<file path="src/rtl/sr_cmd_conditioner.sv">
// sr_cmd_conditioner
//
// Conditions two raw, asynchronous, bouncy push-button lines into clean
// single-cycle S / R command pulses for a downstream SR flip-flop.
// Each channel is synchronised through two flops and then debounced by a
// four-state FSM. Only a qualified rising edge issues a command. When both
// channels qualify a rise on the same edge, neither command is issued and
// CONFLICT pulses instead, so S and R are never high together.
//
// Ports:
//   CLK      in   clock, all state updates on posedge
//   RST      in   synchronous active-high reset (clears every register)
//   SET_BTN  in   raw asynchronous set request, active-high
//   CLR_BTN  in   raw asynchronous clear request, active-high
//   S        out  registered one-cycle set pulse
//   R        out  registered one-cycle reset pulse
//   CONFLICT out  registered one-cycle flag, set and clear rise qualified together
//   SET_LVL  out  debounced level of SET_BTN
//   CLR_LVL  out  debounced level of CLR_BTN

module sr_cmd_conditioner #(
    parameter int DEBOUNCE_CYCLES = 4,
    parameter int CNT_W           = 8
) (
    input  logic CLK,
    input  logic RST,
    input  logic SET_BTN,
    input  logic CLR_BTN,
    output logic S,
    output logic R,
    output logic CONFLICT,
    output logic SET_LVL,
    output logic CLR_LVL
);

    localparam logic [CNT_W-1:0] DB_LIM = CNT_W'(DEBOUNCE_CYCLES);
    localparam logic [CNT_W-1:0] CNT_ONE = CNT_W'(1);

    typedef enum logic [1:0] {
        STABLE_LO = 2'd0,
        CHK_HI    = 2'd1,
        STABLE_HI = 2'd2,
        CHK_LO    = 2'd3
    } db_state_t;

    // Channel 0 is the set line and channel 1 is the clear line.
    logic [1:0]       raw;
    logic [1:0]       sync1;
    logic [1:0]       sync2;
    logic [1:0]       lvl;
    logic [1:0]       lvl_nxt;
    logic [1:0]       rise;
    db_state_t        state     [2];
    db_state_t        state_nxt [2];
    logic [CNT_W-1:0] cnt       [2];
    logic [CNT_W-1:0] cnt_nxt   [2];

    assign raw = {CLR_BTN, SET_BTN};

    // Stage 1: two-flop synchronisers
    always_ff @(posedge CLK) begin
        if (RST) begin
            sync1 <= 2'b00;
            sync2 <= 2'b00;
        end else begin
            sync1 <= raw;
            sync2 <= sync1;
        end
    end

    // Stage 2: debounce FSM state registers
    always_ff @(posedge CLK) begin
        if (RST) begin
            for (int ch = 0; ch < 2; ch++) begin
                state[ch] <= STABLE_LO;
                cnt[ch]   <= '0;
            end
            lvl <= 2'b00;
        end else begin
            for (int ch = 0; ch < 2; ch++) begin
                state[ch] <= state_nxt[ch];
                cnt[ch]   <= cnt_nxt[ch];
            end
            lvl <= lvl_nxt;
        end
    end

    // Next-state logic. The count is compared against the limit before
    // incrementing, so it saturates at DEBOUNCE_CYCLES and cannot wrap.
    // The rise strobe is combinational so the output register captures it
    // on the same edge the level is accepted.
    always_comb begin
        for (int ch = 0; ch < 2; ch++) begin
            state_nxt[ch] = state[ch];
            cnt_nxt[ch]   = cnt[ch];
            lvl_nxt[ch]   = lvl[ch];
            rise[ch]      = 1'b0;
            case (state[ch])
                STABLE_LO: begin
                    if (sync2[ch]) begin
                        state_nxt[ch] = CHK_HI;
                        cnt_nxt[ch]   = CNT_ONE;
                    end else begin
                        cnt_nxt[ch]   = '0;
                    end
                end
                CHK_HI: begin
                    if (!sync2[ch]) begin
                        state_nxt[ch] = STABLE_LO;
                        cnt_nxt[ch]   = '0;
                    end else if (cnt[ch] == DB_LIM) begin
                        state_nxt[ch] = STABLE_HI;
                        cnt_nxt[ch]   = '0;
                        lvl_nxt[ch]   = 1'b1;
                        rise[ch]      = 1'b1;
                    end else begin
                        cnt_nxt[ch]   = cnt[ch] + CNT_ONE;
                    end
                end
                STABLE_HI: begin
                    if (!sync2[ch]) begin
                        state_nxt[ch] = CHK_LO;
                        cnt_nxt[ch]   = CNT_ONE;
                    end else begin
                        cnt_nxt[ch]   = '0;
                    end
                end
                CHK_LO: begin
                    if (sync2[ch]) begin
                        state_nxt[ch] = STABLE_HI;
                        cnt_nxt[ch]   = '0;
                    end else if (cnt[ch] == DB_LIM) begin
                        // Falling acceptance updates the level only; no command.
                        state_nxt[ch] = STABLE_LO;
                        cnt_nxt[ch]   = '0;
                        lvl_nxt[ch]   = 1'b0;
                    end else begin
                        cnt_nxt[ch]   = cnt[ch] + CNT_ONE;
                    end
                end
            endcase
        end
    end

    // Stage 3: command arbitration and output registers
    always_ff @(posedge CLK) begin
        if (RST) begin
            S        <= 1'b0;
            R        <= 1'b0;
            CONFLICT <= 1'b0;
        end else begin
            S        <= rise[0] & ~rise[1];
            R        <= rise[1] & ~rise[0];
            CONFLICT <= rise[0] & rise[1];
        end
    end

    assign SET_LVL = lvl[0];
    assign CLR_LVL = lvl[1];

endmodule
</file>
<file path="config.mk">
export PLATFORM = sky130hd
export DESIGN_NAME = sr_cmd_conditioner
export DESIGN_NICKNAME = d
export VERILOG_FILES = /design/src/rtl/sr_cmd_conditioner.sv
export SDC_FILE = /design/constraint.sdc
export NUM_CORES = 1
export LEC_CHECK = 0
export ABC_AREA = 1
export BUFFER_PORTS_ARGS = -buffer_cell sky130_fd_sc_hd__buf_2
export CAP_MARGIN = 20
export CORE_ASPECT_RATIO = 0.6
export CORE_MARGIN = 10
export CORE_UTILIZATION = 63
export DETAILED_ROUTE_END_ITERATION = 7
export PLACE_DENSITY = 0.83
export SLEW_MARGIN = 10
export SYNTH_ARGS = -nofsm -noshare
export SYNTH_HDL_FRONTEND = slang
export SYNTH_SLANG_ARGS = --single-unit
</file>
<file path="constraint.sdc">
create_clock -name CLK -period 2.1 [get_ports CLK]
set_input_delay 0.105 -clock CLK [delete_from_list [all_inputs] [get_ports CLK]]
set_output_delay 0.105 -clock CLK [all_outputs]
set_load 0.005 [all_outputs]
</file>
==> results of run 1 <==
-- registers in the layout (all words and copies together) (netlist names), named ones only --
| signal | flops |
|---|---|
| CONFLICT | 1 |
| S | 1 |
| sync2 | 2 |
| cnt | 16 |
| lvl | 2 |
| sync1 | 2 |
| R | 1 |
| state | 2 |
-- critical path: stages (launching register included) --
cell and delay [ns]:
dfxtp_1 0.40, inv_1 0.12, ha_1 0.30, inv_1 0.04, a21boi_1 0.26, nand2_2 0.10
nor3_1 0.15, nor2_1 0.07
-- stage by stage --
step / utilization [%] / hold WS (ns)
after floorplan: - / 0.2120
after global placement: 69.06 / 0.3048
after detailed placement: 69.06 / 0.3208
after CTS: 73.08 / 0.03531
after global routing: 73.08 / 0.06723
final: 73.08 / 0.03557
-- placed cells by master (no fill, tap or decap), types with 2 or more instances in the layout --
cell,Yosys,final
nand2_1,27,27
a21oi_1,4,4
nand3_2,2,2
xnor2_1,3,3
nor2_4,2,2
buf_2,1,8
xor2_1,5,5
nor3_1,2,2
ha_1,8,8
nor2_1,31,31
dfxtp_1,29,29
o21ai_1,3,3
inv_1,22,22
nor3_2,2,2
inv_2,6,6
clkbuf_8,0,6
nand4_1,3,3
nand3_1,11,11
clkinv_1,2,2
and3_1,2,2
nor2_2,5,5
-- final timing paths --
path,cells past startpoint,end
worst max-delay path,7,state[0][2]$_SDFFE_PP0P_
worst min-delay path,3,sync1[0]$_SDFF_PP0_
worst max register to register,7,state[0][2]$_SDFFE_PP0P_
worst min register to register,2,sync2[0]$_SDFF_PP0_
-- cell type report --
class / count / area (um2)
multi-input cells: 121 / 711.9
inverters: 30 / 112.6
fillers: 172 / 578.1
repair buffers: 8 / 40.04
well taps: 30 / 37.54
clock buffers: 7 / 86.33
flip-flops and latches: 29 / 580.6
-- logic make-up (layout without fill, tap and decap cells) --
kind of cell / count (synthesis) / after routing / share of synthesized area (%)
compound gates: 13 / 13 / 6.123
simple gates: 92 / 92 / 32.30
flops: 29 / 29 / 41.17
fa+ha+maj: 8 / 8 / 7.099
xor+xnor: 8 / 8 / 4.969
buf+inv: 31 / 45 / 8.341
-- power groups by stage --
stage | clock network (mW) | logic (mW) | registers, mW
2_1_floorplan | 0 | 0.186 | 0.608
3_3_place_gp | 0 | 0.209 | 0.611
3_5_place_dp | 0 | 0.235 | 0.615
4_1_cts | 0.457 | 0.239 | 0.603
5_1_grt | 0.486 | 0.266 | 0.607
6_report | 0.448 | 0.239 | 0.603
-- layer usage --
layer	global-route usage (%)	share of wire, %	vias up
li1	-	-	590
met1	15.75	47	539
met2	19.68	47	25
met3	5.556	4.9	4
met4	4.914	0.74	0
met5	0	0	-
==> results.md, run 1 <==
* Final setup fails at 0
* Crit end category: flop
* Status: finished clean
* Top cells by area, synth: dfxtp_1, nor2_1, nand2_1, ha_1, inv_1
* DRT iter0 DRCs at 121
* Req. time, crit path at 2.26 ns
* TNS Setup at 0 ns
* Commonest cells post-synth: nor2_1, dfxtp_1, nand2_1, inv_1, nand3_1
* Synthesis warning total at 0
* R2r setup slk at 0.55 ns
* Routed Antenna Nets at 0
* Ports at 9
* Root Driver: clkbuf_8
* P per Cell Area at 821.8 nW/um2
* H-tree level count at 2
* Share of layout cells above drive strength 1 at 18.97%
* Antenna diodes at 0
* Drc violations at 0
* Gate Count Post-Synth at 181
* CP Data Arrival Time at 1.71 ns
* Setup crit start kind: flop
* Fin Clk Skew at 0.006286 ns
* Time the worst path needs with I/O delays and setup at 1.552 ns
* Cts hold-fix bufs at 0
* P_int at 0.9202 mW
* RR Startpoint: state[0][2]$_SDFFE_PP0P_
* Antenna violations before repair at 0
* Area delta synth->final at 11.27%
* Post-synthesis sequential area ratio at 41.17%
* Routed WL at 2714 um
* Max Fanout on Critical Path at 5
* Async set-or-reset flop fraction in the synthesized netlist at 0%
* Most frequent cell after synthesis: nor2_1
* PortBufs at 8
* Die width at 81.08 um
* Worst setup path category: reg -> reg
* Slew Limit Fails at 0
* Switching power total at 0.3692 mW
* Highest Clock Rate at 0.6443 GHz
* Avg Cell Area, Syn at 7.791 um2
* Dpl ws at 0.5579 ns
* Final hold vios at 0
* Row count at 13
* Post-Syn Nets at 193
* Cts repair resizes at 0
* GRT overflow at 0
* Maximum number of pins on one net before global-route repair at 11
* First-pass GRT wire length at 4705 um
* Hold Path Origin: SET_BTN
* Cell taking the most area after synthesis: dfxtp_1
* Ys flop type: dfxtp_1
* Post-synth EDFFs at 0
* Pleak at 0.6492 nW
* Worst setup path startpoint: state[0][2]$_SDFFE_PP0P_
* Clk pwr share at 34.7%
* Vias in the first global route at 1090
* Post-CTS Setup Bufs at 0
* Via count at 1158
* Net Sw Frac at 28.64%
* Final net count at 207
* Worst Tran Pin Value at 0.3052 ns
* # Max-Cap Violations at 0
* Peak VDD IR at 0.6170 mV
* Cell Area, Synth at 1410 um2
* Final Power at 1.289 mW
* PnR worst setup slack at 0.5480 ns
* Die footprint at 4592 um2
* Worst skew pair latency at 0.28 ns
* Synth top area share at 41.17%
* Num CTS Buffers at 5
* Flop pwr share at 46.8%
* DPL Wire Length at 2087 um
* Synthesis-stage register bit count at 29
* Wire per inst at 12.06 um
* Vias per inst at 5.147
* CTS clk-pin slew, worst paths at 0.05 ns
* Post-synth cell types at 31
* All-Layer GR Usage at 12.97%
* Post-route insts no fill at 225
* Pre-antenna DRT Iters at 4
* Placed Cells incl. Taps at 218
* Clk buf depth at 2
* Placer congestion estimate at 0.8216
* Die Y at 56.65 um
* Fin area at 1569 um2
* Dpl cell area at 1483 um2
* Clock sinks at 29
* Gate power share at 18.5%
* RSZ-0062 raised after global routing: no
* Slew HR at 79.53%
* CTS tree: built
* Initial core utilization at 65.68%
* Core area at 2147 um2
* Hold WC Path Type: in -> reg
* Tcrit/Tclk final at 73.90%
No activity file was read; power rests on OpenSTA's default activity.
==> inputs of run 2 (changes only) <==
CORE_UTILIZATION = 58   (was 63)
PLACE_DENSITY = 0.78   (was 0.83)
clock period = 1.6 ns   (was 2.1 ns; I/O delays follow)
==> run 2 against run 1 <==
Effect of this change: register-to-register slack got worse by 0.40 ns; clock skew grew 0.0013 ns; fmax grew 7.1%; setup slack worse by 0.40 ns; non-clock buffer count rose by 2; critical endpoint is now cnt[0][15]$_SDFF_PP0_; wire length up 3.2%; via count is 1.3% lower; flip-flop and latch count is the same; hold slack gained 0.078 ns; final cell count increased by 1.3%; global-route usage is 0.57 points lower; clock power increased by 34%; largest power group unchanged.
==> results.md, run 2 (synthesized netlist as in run 1, its figures left out) <==
* DRT iter0 DRCs at 127
* Fin Clk Skew at 0.007611 ns
* Slew HR at 78.22%
* Max incr delay on CP at 0.34 ns
* Status: finished clean
* Pre-antenna DRT Iters at 4
* CTS tree: built
* Placer congestion estimate at 0.7824
* Flop pwr share at 46.0%
* PortBufs at 8
* Net Sw Frac at 31.75%
* Area delta synth->final at 13.31%
* Setup crit start kind: flop
* Die width at 83.66 um
* Gate power share at 19.1%
* Final setup fails at 0
* Row count at 13
* Tcrit/Tclk final at 90.55%
* Commonest cells after routing, fill and taps aside: nor2_1, dfxtp_1, nand2_1
* Routed Antenna Nets at 0
* Vias in the first global route at 1051
* Commonest non-fill, non-tap cell in the layout: nor2_1
* Peak VDD IR at 0.6150 mV
* Wire per inst at 12.29 um
* DPL Wire Length at 2135 um
* Worst setup path category: reg -> reg
* Drc violations at 0
* PnR worst setup slack at 0.1512 ns
* Worst skew pair latency at 0.29 ns
* Ports at 9
* Final net count at 209
* Highest Clock Rate at 0.6902 GHz
* Crit end category: flop
* Fillers at 172
* Core area at 2245 um2
* Req. time, crit path at 1.82 ns
* Vias per inst at 5.013
* Antenna violations before repair at 0
* P per Cell Area at 1079 nW/um2
* First-pass GRT wire length at 4850 um
* Hold WC Path Type: in -> reg
* Worst-path cell chain: inv_1, ha_1, nor2_2, nor2_4, o21ai_4, nor3_4, nand2_1, nor2_1
* Initial core utilization at 62.82%
* All-Layer GR Usage at 12.40%
* CP delay by family, top: simple AND/OR/NAND/NOR gates
* Clk buf depth at 2
* Slew Limit Fails at 0
* # Max-Cap Violations at 0
* Maximum number of pins on one net before global-route repair at 11
* H-tree level count at 2
* Die Y at 58.20 um
* Switching power total at 0.5473 mW
* Antenna diodes at 0
* Most flops, register: cnt
* Clk pwr share at 34.9%
* Bufs and invs on worst path at 1
* Routed WL at 2802 um
* CP Data Arrival Time at 1.67 ns
* Num CTS Buffers at 5
* Max reg flops at 16
* TNS Setup at 0 ns
* Dpl ws at 0.07271 ns
* Time the worst path needs with I/O delays and setup at 1.449 ns
* Root Driver: clkbuf_8
* Pleak at 0.6585 nW
* RSZ-0062 raised after global routing: no
* CTS clk-pin slew, worst paths at 0.07 ns
* GRT overflow at 0
* Slowest CP cell: dfxtp_1
* Die footprint at 4868 um2
* Share of layout cells above drive strength 1 at 20.71%
* Max Fanout on Critical Path at 5
* Post-CTS Setup Bufs at 0
* Clock sinks at 29
* Final hold vios at 0
* Worst Tran Pin Value at 0.3248 ns
* P_int at 1.176 mW
* Via count at 1143
[run 2: through the flow]
stage / cell area [um2] / utilization, % / power [mW] / std cells / hold WS (ns)
global route: 1598 / 71.18 / 1.811 / 228 / 0.1344
floorplan: 1410 / - / 1.042 / 181 / 0.1870
finish: 1598 / 71.18 / 1.724 / 228 / 0.1132
global placement: 1483 / 66.05 / 1.082 / 218 / 0.2844
CTS: 1589 / 70.79 / 1.709 / 228 / 0.1088
detailed placement: 1483 / 66.05 / 1.104 / 218 / 0.2943
[run 2: repair_timing]
action	4_1_cts	5_1_grt
setup endpoints to repair	0	2
hold buffers	2	0
endpoints found under the hold margin	2	0
resized for setup	0	2
[run 2: cell type report]
type | count | area, um2 | area share [%]
Clock inverter | 3 | 17.52 | 1.096
Clock buffer | 5 | 68.82 | 4.307
Sequential cell | 29 | 580.6 | 36.34
Inverter | 30 | 112.6 | 7.048
Tap cell | 30 | 37.54 | 2.349
Multi-Input combinational cell | 121 | 720.7 | 45.11
Timing Repair Buffer | 10 | 60.06 | 3.759
[run 2: final timing paths]
path | startpoint | endpoint | slack, ns | depth (start not counted)
hold / removal | RST | sync1[1]$_SDFF_PP0_ | 0.11 | 2
setup reg to reg | flop | cnt[0][15]$_SDFF_PP0_ | 0.15 | 8
setup / recovery | flop | cnt[0][15]$_SDFF_PP0_ | 0.15 | 8
hold reg to reg | sync1[1]$_SDFF_PP0_ | sync2[1]$_SDFF_PP0_ | 0.41 | 2
[run 2: power by group through the flow]
stage / Combinational [mW] / Sequential [mW] / Clock [mW]
6_report: 0.330 / 0.792 / 0.601
5_1_grt: 0.375 / 0.799 / 0.637
4_1_cts: 0.310 / 0.790 / 0.610
3_5_place_dp: 0.298 / 0.806 / 0
3_3_place_gp: 0.278 / 0.803 / 0
2_1_floorplan: 0.244 / 0.798 / 0
[run 2: per-layer routing]
metal  global-route usage (%)  routed length [um]
met1                    14.95                1449
met2                    18.50                1146
met3                    5.300                 157
met4                    6.413                  50
met5                        0                   0
